--- src/rtl/regfile_wb_sched_if.sv ---
// Bundle between the write-back scheduler and its neighbours: E/M write
// requests in, regfile write ports and hazard status out.
interface regfile_wb_sched_if #(
  parameter int CNT_W = 8
);
  logic             flush;
  logic             e_valid;
  logic             e_ready;
  logic [3:0]       e_dst;
  logic [31:0]      e_val;
  logic             m_valid;
  logic             m_ready;
  logic [3:0]       m_dst;
  logic [31:0]      m_val;
  logic [3:0]       dstE;
  logic [31:0]      valE;
  logic [3:0]       dstM;
  logic [31:0]      valM;
  logic [7:0]       busy;
  logic             err_illegal;
  logic [CNT_W-1:0] conflict_cnt;

  // Handshake: a request transfers at a posedge where x_valid && x_ready.
  // x_ready is registered state (FIFO not full) and never depends on x_valid.
  modport master (
    output flush, e_valid, e_dst, e_val, m_valid, m_dst, m_val,
    input  e_ready, m_ready, dstE, valE, dstM, valM, busy, err_illegal, conflict_cnt
  );

  modport slave (
    input  flush, e_valid, e_dst, e_val, m_valid, m_dst, m_val,
    output e_ready, m_ready, dstE, valE, dstM, valM, busy, err_illegal, conflict_cnt
  );
endinterface

--- src/rtl/regfile_wb_sched.sv ---
// Write-back scheduler: per-requester FIFOs (index 0 = E, 1 = M) feeding the
// regfile's two write ports, with same-register serialisation and a busy map.
module regfile_wb_sched #(
  parameter int DEPTH = 2,
  parameter int CNT_W = 8
) (
  input logic              clock,
  input logic              reset,
  regfile_wb_sched_if.slave bus
);
  localparam int         AW   = $clog2(DEPTH);
  localparam logic [3:0] NONE = 4'hF;

  typedef struct packed {
    logic [3:0]  dst;
    logic [31:0] val;
  } wr_t;

  wr_t              mem_q [2][DEPTH];
  logic [AW:0]      wp_q [2];
  logic [AW:0]      wp_d [2];
  logic [AW:0]      rp_q [2];
  logic [AW:0]      rp_d [2];
  logic [AW:0]      occ [2];
  logic [AW:0]      slot;
  logic             full [2];
  logic             has [2];
  logic             vld [2];
  logic             acc [2];
  logic             push [2];
  logic             pop [2];
  logic             ill [2];
  wr_t              head [2];
  wr_t              req [2];
  logic             conflict;
  logic [3:0]       dste_q, dste_d, dstm_q, dstm_d;
  logic [31:0]      vale_q, vale_d, valm_q, valm_d;
  logic [CNT_W-1:0] cnt_q, cnt_d;
  logic             err_q, err_d;
  logic [7:0]       busy;

  assign req[0] = '{dst: bus.e_dst, val: bus.e_val};
  assign req[1] = '{dst: bus.m_dst, val: bus.m_val};
  assign vld[0] = bus.e_valid;
  assign vld[1] = bus.m_valid;

  always_comb begin
    for (int r = 0; r < 2; r++) begin
      occ[r]  = wp_q[r] - rp_q[r];
      full[r] = (occ[r] == (AW+1)'(DEPTH));
      has[r]  = (occ[r] != '0);
      head[r] = mem_q[r][rp_q[r][AW-1:0]];
      acc[r]  = vld[r] && !full[r] && !bus.flush;
      // 8-14 are rejected; 4'hF is queued and later issued as a no-op
      push[r] = acc[r] && (!req[r].dst[3] || req[r].dst == NONE);
      ill[r]  = acc[r] && !push[r];
    end
    // Only E drains on a same-register clash, so M's value lands last.
    conflict = has[0] && has[1] && head[0].dst != NONE && head[0].dst == head[1].dst;
    pop[0]   = has[0];
    pop[1]   = has[1] && !conflict;
    err_d    = ill[0] || ill[1];
    dste_d   = pop[0] ? head[0].dst : NONE;
    vale_d   = pop[0] ? head[0].val : vale_q;
    dstm_d   = pop[1] ? head[1].dst : NONE;
    valm_d   = pop[1] ? head[1].val : valm_q;
    cnt_d    = (conflict && cnt_q != '1) ? cnt_q + 1'b1 : cnt_q;
    for (int r = 0; r < 2; r++) begin
      wp_d[r] = wp_q[r] + (AW+1)'(push[r]);
      rp_d[r] = rp_q[r] + (AW+1)'(pop[r]);
    end
    if (bus.flush) begin
      for (int r = 0; r < 2; r++) begin
        wp_d[r] = '0;
        rp_d[r] = '0;
      end
      dste_d = NONE;
      dstm_d = NONE;
      vale_d = vale_q;
      valm_d = valm_q;
      cnt_d  = cnt_q;
    end
  end

  always_ff @(posedge clock) begin
    if (reset) begin
      for (int r = 0; r < 2; r++) begin
        wp_q[r] <= '0;
        rp_q[r] <= '0;
      end
      dste_q <= NONE;
      dstm_q <= NONE;
      vale_q <= '0;
      valm_q <= '0;
      cnt_q  <= '0;
      err_q  <= 1'b0;
    end else begin
      for (int r = 0; r < 2; r++) begin
        wp_q[r] <= wp_d[r];
        rp_q[r] <= rp_d[r];
      end
      dste_q <= dste_d;
      dstm_q <= dstm_d;
      vale_q <= vale_d;
      valm_q <= valm_d;
      cnt_q  <= cnt_d;
      err_q  <= err_d;
    end
  end

  // Storage needs no reset: only slots between the pointers are ever read.
  always_ff @(posedge clock) begin
    for (int r = 0; r < 2; r++) begin
      if (push[r]) mem_q[r][wp_q[r][AW-1:0]] <= req[r];
    end
  end

  always_comb begin
    busy = '0;
    slot = '0;
    for (int r = 0; r < 2; r++) begin
      for (int i = 0; i < DEPTH; i++) begin
        slot = rp_q[r] + (AW+1)'(i);
        if ((AW+1)'(i) < occ[r] && !mem_q[r][slot[AW-1:0]].dst[3])
          busy[mem_q[r][slot[AW-1:0]].dst[2:0]] = 1'b1;
      end
    end
    if (!dste_q[3]) busy[dste_q[2:0]] = 1'b1;
    if (!dstm_q[3]) busy[dstm_q[2:0]] = 1'b1;
  end

  assign bus.e_ready      = !full[0];
  assign bus.m_ready      = !full[1];
  assign bus.dstE         = dste_q;
  assign bus.valE         = vale_q;
  assign bus.dstM         = dstm_q;
  assign bus.valM         = valm_q;
  assign bus.busy         = busy;
  assign bus.err_illegal  = err_q;
  assign bus.conflict_cnt = cnt_q;
endmodule
--- src/flat_wrapper.sv ---
// flat-port wrapper written by rule: the top's interface ports become plain ports
module regfile_wb_sched_flat 
#(
  parameter int DEPTH = 2,
  parameter int CNT_W = 8
)
  (clock, reset, bus_flush, bus_e_valid, bus_e_dst, bus_e_val, bus_m_valid, bus_m_dst, bus_m_val, bus_e_ready, bus_m_ready, bus_dstE, bus_valE, bus_dstM, bus_valM, bus_busy, bus_err_illegal, bus_conflict_cnt);
  regfile_wb_sched_if #(.CNT_W(CNT_W)) bus_i ();
  input logic clock;
  input logic reset;
  input wire logic [$bits(bus_i.flush)-1:0] bus_flush;
  input wire logic [$bits(bus_i.e_valid)-1:0] bus_e_valid;
  input wire logic [$bits(bus_i.e_dst)-1:0] bus_e_dst;
  input wire logic [$bits(bus_i.e_val)-1:0] bus_e_val;
  input wire logic [$bits(bus_i.m_valid)-1:0] bus_m_valid;
  input wire logic [$bits(bus_i.m_dst)-1:0] bus_m_dst;
  input wire logic [$bits(bus_i.m_val)-1:0] bus_m_val;
  output wire logic [$bits(bus_i.e_ready)-1:0] bus_e_ready;
  output wire logic [$bits(bus_i.m_ready)-1:0] bus_m_ready;
  output wire logic [$bits(bus_i.dstE)-1:0] bus_dstE;
  output wire logic [$bits(bus_i.valE)-1:0] bus_valE;
  output wire logic [$bits(bus_i.dstM)-1:0] bus_dstM;
  output wire logic [$bits(bus_i.valM)-1:0] bus_valM;
  output wire logic [$bits(bus_i.busy)-1:0] bus_busy;
  output wire logic [$bits(bus_i.err_illegal)-1:0] bus_err_illegal;
  output wire logic [$bits(bus_i.conflict_cnt)-1:0] bus_conflict_cnt;
  assign bus_i.flush = bus_flush;
  assign bus_i.e_valid = bus_e_valid;
  assign bus_i.e_dst = bus_e_dst;
  assign bus_i.e_val = bus_e_val;
  assign bus_i.m_valid = bus_m_valid;
  assign bus_i.m_dst = bus_m_dst;
  assign bus_i.m_val = bus_m_val;
  assign bus_e_ready = bus_i.e_ready;
  assign bus_m_ready = bus_i.m_ready;
  assign bus_dstE = bus_i.dstE;
  assign bus_valE = bus_i.valE;
  assign bus_dstM = bus_i.dstM;
  assign bus_valM = bus_i.valM;
  assign bus_busy = bus_i.busy;
  assign bus_err_illegal = bus_i.err_illegal;
  assign bus_conflict_cnt = bus_i.conflict_cnt;
  regfile_wb_sched #(.DEPTH(DEPTH), .CNT_W(CNT_W)) u_core (.clock(clock), .reset(reset), .bus(bus_i));
endmodule
--- config.mk ---
export PLATFORM = sky130hd
export DESIGN_NAME = regfile_wb_sched_flat
export DESIGN_NICKNAME = d
export VERILOG_FILES = /design/src/rtl/regfile_wb_sched_if.sv /design/src/rtl/regfile_wb_sched.sv /design/src/flat_wrapper.sv
export SDC_FILE = /design/constraint.sdc
export NUM_CORES = 1
export LEC_CHECK = 0
export ABC_CLOCK_PERIOD_IN_PS = 3400
export CORE_MARGIN = 4
export CORE_UTILIZATION = 54
export CTS_BUF_LIST = sky130_fd_sc_hd__clkbuf_4
export CTS_CLUSTER_DIAMETER = 60
export DETAILED_ROUTE_END_ITERATION = 12
export GPL_ROUTABILITY_DRIVEN = 0
export GPL_TIMING_DRIVEN = 0
export PLACE_DENSITY = 0.93
export RECOVER_POWER = 50
export SYNTH_ARGS = -nofsm -noshare
export SYNTH_HDL_FRONTEND = slang
export SYNTH_SLANG_ARGS = --single-unit
--- constraint.sdc ---
create_clock -name clock -period 3.4 [get_ports clock]
set_input_delay 0.34 -clock clock [delete_from_list [all_inputs] [get_ports clock]]
set_output_delay 0.34 -clock clock [all_outputs]
set_load 0.01 [all_outputs]
==> run metrics <==
CTS Hold Buffers Added 0; endpoints failing setup 0; Syn Nets 814; grt ovf 0; top post-synthesis cells by area edfxtp_1, dfxtp_1, mux2i_1, a2111oi_0, a221oi_1; max_cap viols 0; Critical R2R Capture u_core.bus.valM[29]$_SDFFE_PP0P_; Vias 7029; setup TNS 0 ns; area of the multi-input gates 2860 um^2; metal2 WL 12140 um; crit path time final 3.255 ns; Final Cycle Share 95.74%; max-slew violations 0; I/O pin count 168; post-synth cell types 49; Final Power 5.864 mW; nets 1036; Slew Limit Headroom 28.65%; Core ar. 16760 um^2; Max Clk Rate 307.2 MHz; setup ws final 0.1450 ns; reg2reg start u_core.rp_q[0][2]$_SDFF_PP0_; Worst setup SP type register; clk root buf clkbuf_4; FF+latch count, synth 233; Num CTS Buffers 55; hold path depth 1; placed cells 1116; clock buffer depth 3; Hold WC Path Type input pin to register; row count 47; Max VDD drop 0.4395 mV; Top Layer Used met4; initial antenna violation count 7; CTS sink cnt 233; die area 19430 um^2; Synth Area per Inst 12.79 um^2; R2R Setup Slk 0.14 ns; Post-Route Hold Slack 0.3519 ns; hold path start bus_e_val[4]; Die W 139.4 um; first-pass GRT wire length 36350 um; Pleak 4.161 nW; largest area contributor in the netlist edfxtp_1; Via density 5.738; Initial Util 55.63%; count of flip-flops with a built-in enable after synthesis 144; fraction of registers with async set/reset 0%; final hold violations 0; sequential-to-total area share from yosys stat 65.49%; clk_lat worst skew 0.64 ns; Post-DRT Antenna Nets 0; M1 WL 9061 um; area grow syn2layout 29.37%; CP Max Fanout 10; Synth top area share 46.38%; Mapped Cells 729; global-route usage over all layers 23.12%; TritonCTS clock tree built; drt pass-1 iters 11; share of cells above drive strength 1 12.04%; status finished clean; H-tree levels 2; Post-Place Setup Slack 0.2059 ns; FF-to-FF path depth 7; Final Non-Filler Cells 1225; Layout Skew 0.02091 ns; RSZ-0062 raised after global routing no; HPWL Detailed 15870 um; kind of critical path register to register; Synth Cell Area 9323 um^2; Die Y 139.4 um; Post-CTS Setup Bufs 0; fill count 1098; vias in the first global route 7207; Hold Path Sink u_core.mem_q[0][40]$_DFFE_PP_; Crit path arrival time 3.73 ns; Worst-path clk slew 0.08 ns; critical path endpoint category register; port buffer count 167; post-DR wirelength/cell 18.99 um; largest net degree at the start of global routing 38; WL met3 1413 um; Worst Tran Pin Value 1.061 ns; PD cells 486.2 nW/um^2; Ys Warns 0; Primary FF master, synth edfxtp_1; 1st-iter DRT viols 485; detailed-route DRC error count 0; FF+latch area 6106 um^2; drt total wl 23260 um; Req. time, crit path 3.88 ns
where the power goes:
| part | internal (mW) | switching (mW) |
|---|---|---|
| sequential | 3.08 | 0.0375 |
| combinational | 0.213 | 0.257 |
| clock | 1.22 | 1.06 |
| total | 4.51 | 1.35 |
worst max-delay path by stage:
stage | from | endpoint | slack (ns) | depth (start not counted)
after floorplan | u_core.wp_q[0][2]$_SDFF_PP0_ | u_core.mem_q[0][100]$_DFFE_PP_ | 0.75 | 7
after CTS | u_core.rp_q[0][2]$_SDFF_PP0_ | bus_busy[3] | 0.07 | 8
after detailed placement | u_core.rp_q[0][2]$_SDFF_PP0_ | bus_busy[3] | 0.21 | 9
after global routing | u_core.wp_q[0][2]$_SDFF_PP0_ | bus_busy[6] | 0.02 | 9
final | u_core.rp_q[0][2]$_SDFF_PP0_ | u_core.bus.valM[29]$_SDFFE_PP0P_ | 0.14 | 7
after global placement | bus_flush | u_core.mem_q[0][95]$_DFFE_PP_ | 0.008 | 5
placed cells by master, fill, tap and decap left out, types with 11 or more instances in the layout:
master,Yosys,layout
a221oi_1,32,32
dlygate4sd3_1,0,154
clkinv_1,0,15
nor2b_1,41,41
a2111oi_0,32,32
nand2_1,35,35
inv_1,43,43
a211oi_1,34,34
clkdlybuf4s50_1,0,12
clkbuf_1,37,30
dfxtp_1,89,89
a21oi_1,12,12
clkbuf_4,0,86
mux2i_1,41,41
buf_2,9,11
edfxtp_1,144,144
nor2_1,58,56
flip-flops by register name, indices dropped and copies added, names as in the netlist:
| signal | flops |
|---|---|
| u_core.mem_q | 144 |
| u_core.bus.dstM | 4 |
| u_core.bus.valM | 32 |
| u_core.bus.valE | 32 |
| u_core.rp_q | 4 |
| u_core.bus.conflict_cnt | 8 |
| u_core.bus.err_illegal | 1 |
| u_core.bus.dstE | 4 |
| u_core.wp_q | 4 |
critical path, cell delays in order (launching register included):
cell	delay, ns
dfxtp_1	0.37
buf_2	0.22
mux2i_1	0.33
xor2_1	0.13
or4_1	0.56
o31ai_1	0.87
clkbuf_1	0.45
a221oi_1	0.17
cell families (layout without fill, tap and decap cells):
kind of cell	count (synthesis)	count (layout)	share of synthesized area, %
buffers and inverters	95	363	4.147
DFF	233	233	65.49
xor gates and xnor gates	11	11	1.181
AOI/OAI and AO/OA	151	151	13.06
adders and majority gates	8	8	1.074
other	0	8	0
muxes	44	44	4.764
and+or+nand+nor	187	187	10.28
synthesized netlist by cell type (all sizes together) (6+ instances only):
cell	count
nand3	9
and2	6
nand3b	6
o2111ai	8
a222oi	8
dfxtp	89
ha	8
nand2	35
inv	43
edfxtp	144
a211oi	34
a221oi	32
or4	6
nand4	6
a21oi	12
nor2b	41
o31ai	7
mux2i	41
nor2	58
buf	15
clkbuf	37
a2111oi	32
final cells by class:
cell class	instances	share of cell area, %
Inverter	43	1.338
Clock buffer	85	5.291
Timing Repair Buffer	167	13.88
Sequential cell	233	50.63
Multi-Input combinational cell	401	23.72
Buffer	50	1.909
Clock inverter	18	0.7885
Tap cell	220	2.282
Antenna cell	8	0.1660
through the flow:
step                area [um^2]  util (%)
floorplan                  9323         -
CTS                       12020     71.71
global route              12060     71.94
global placement          11270     67.24
finish                    12060     71.96
detailed placement        11280     67.30
metal layers:
metal | global-route usage, % | up-vias
met5 | 0 | -
met4 | 10.09 | 0
met3 | 5.660 | 55
met2 | 40.43 | 307
met1 | 27.09 | 3380
li1 | - | 3287
repair_timing:
action	4_1_cts	5_1_grt
gates resized for setup	7	11
pin swaps	0	1
endpoints found under the setup margin	8	8
Power figures use the tool's default switching activity.
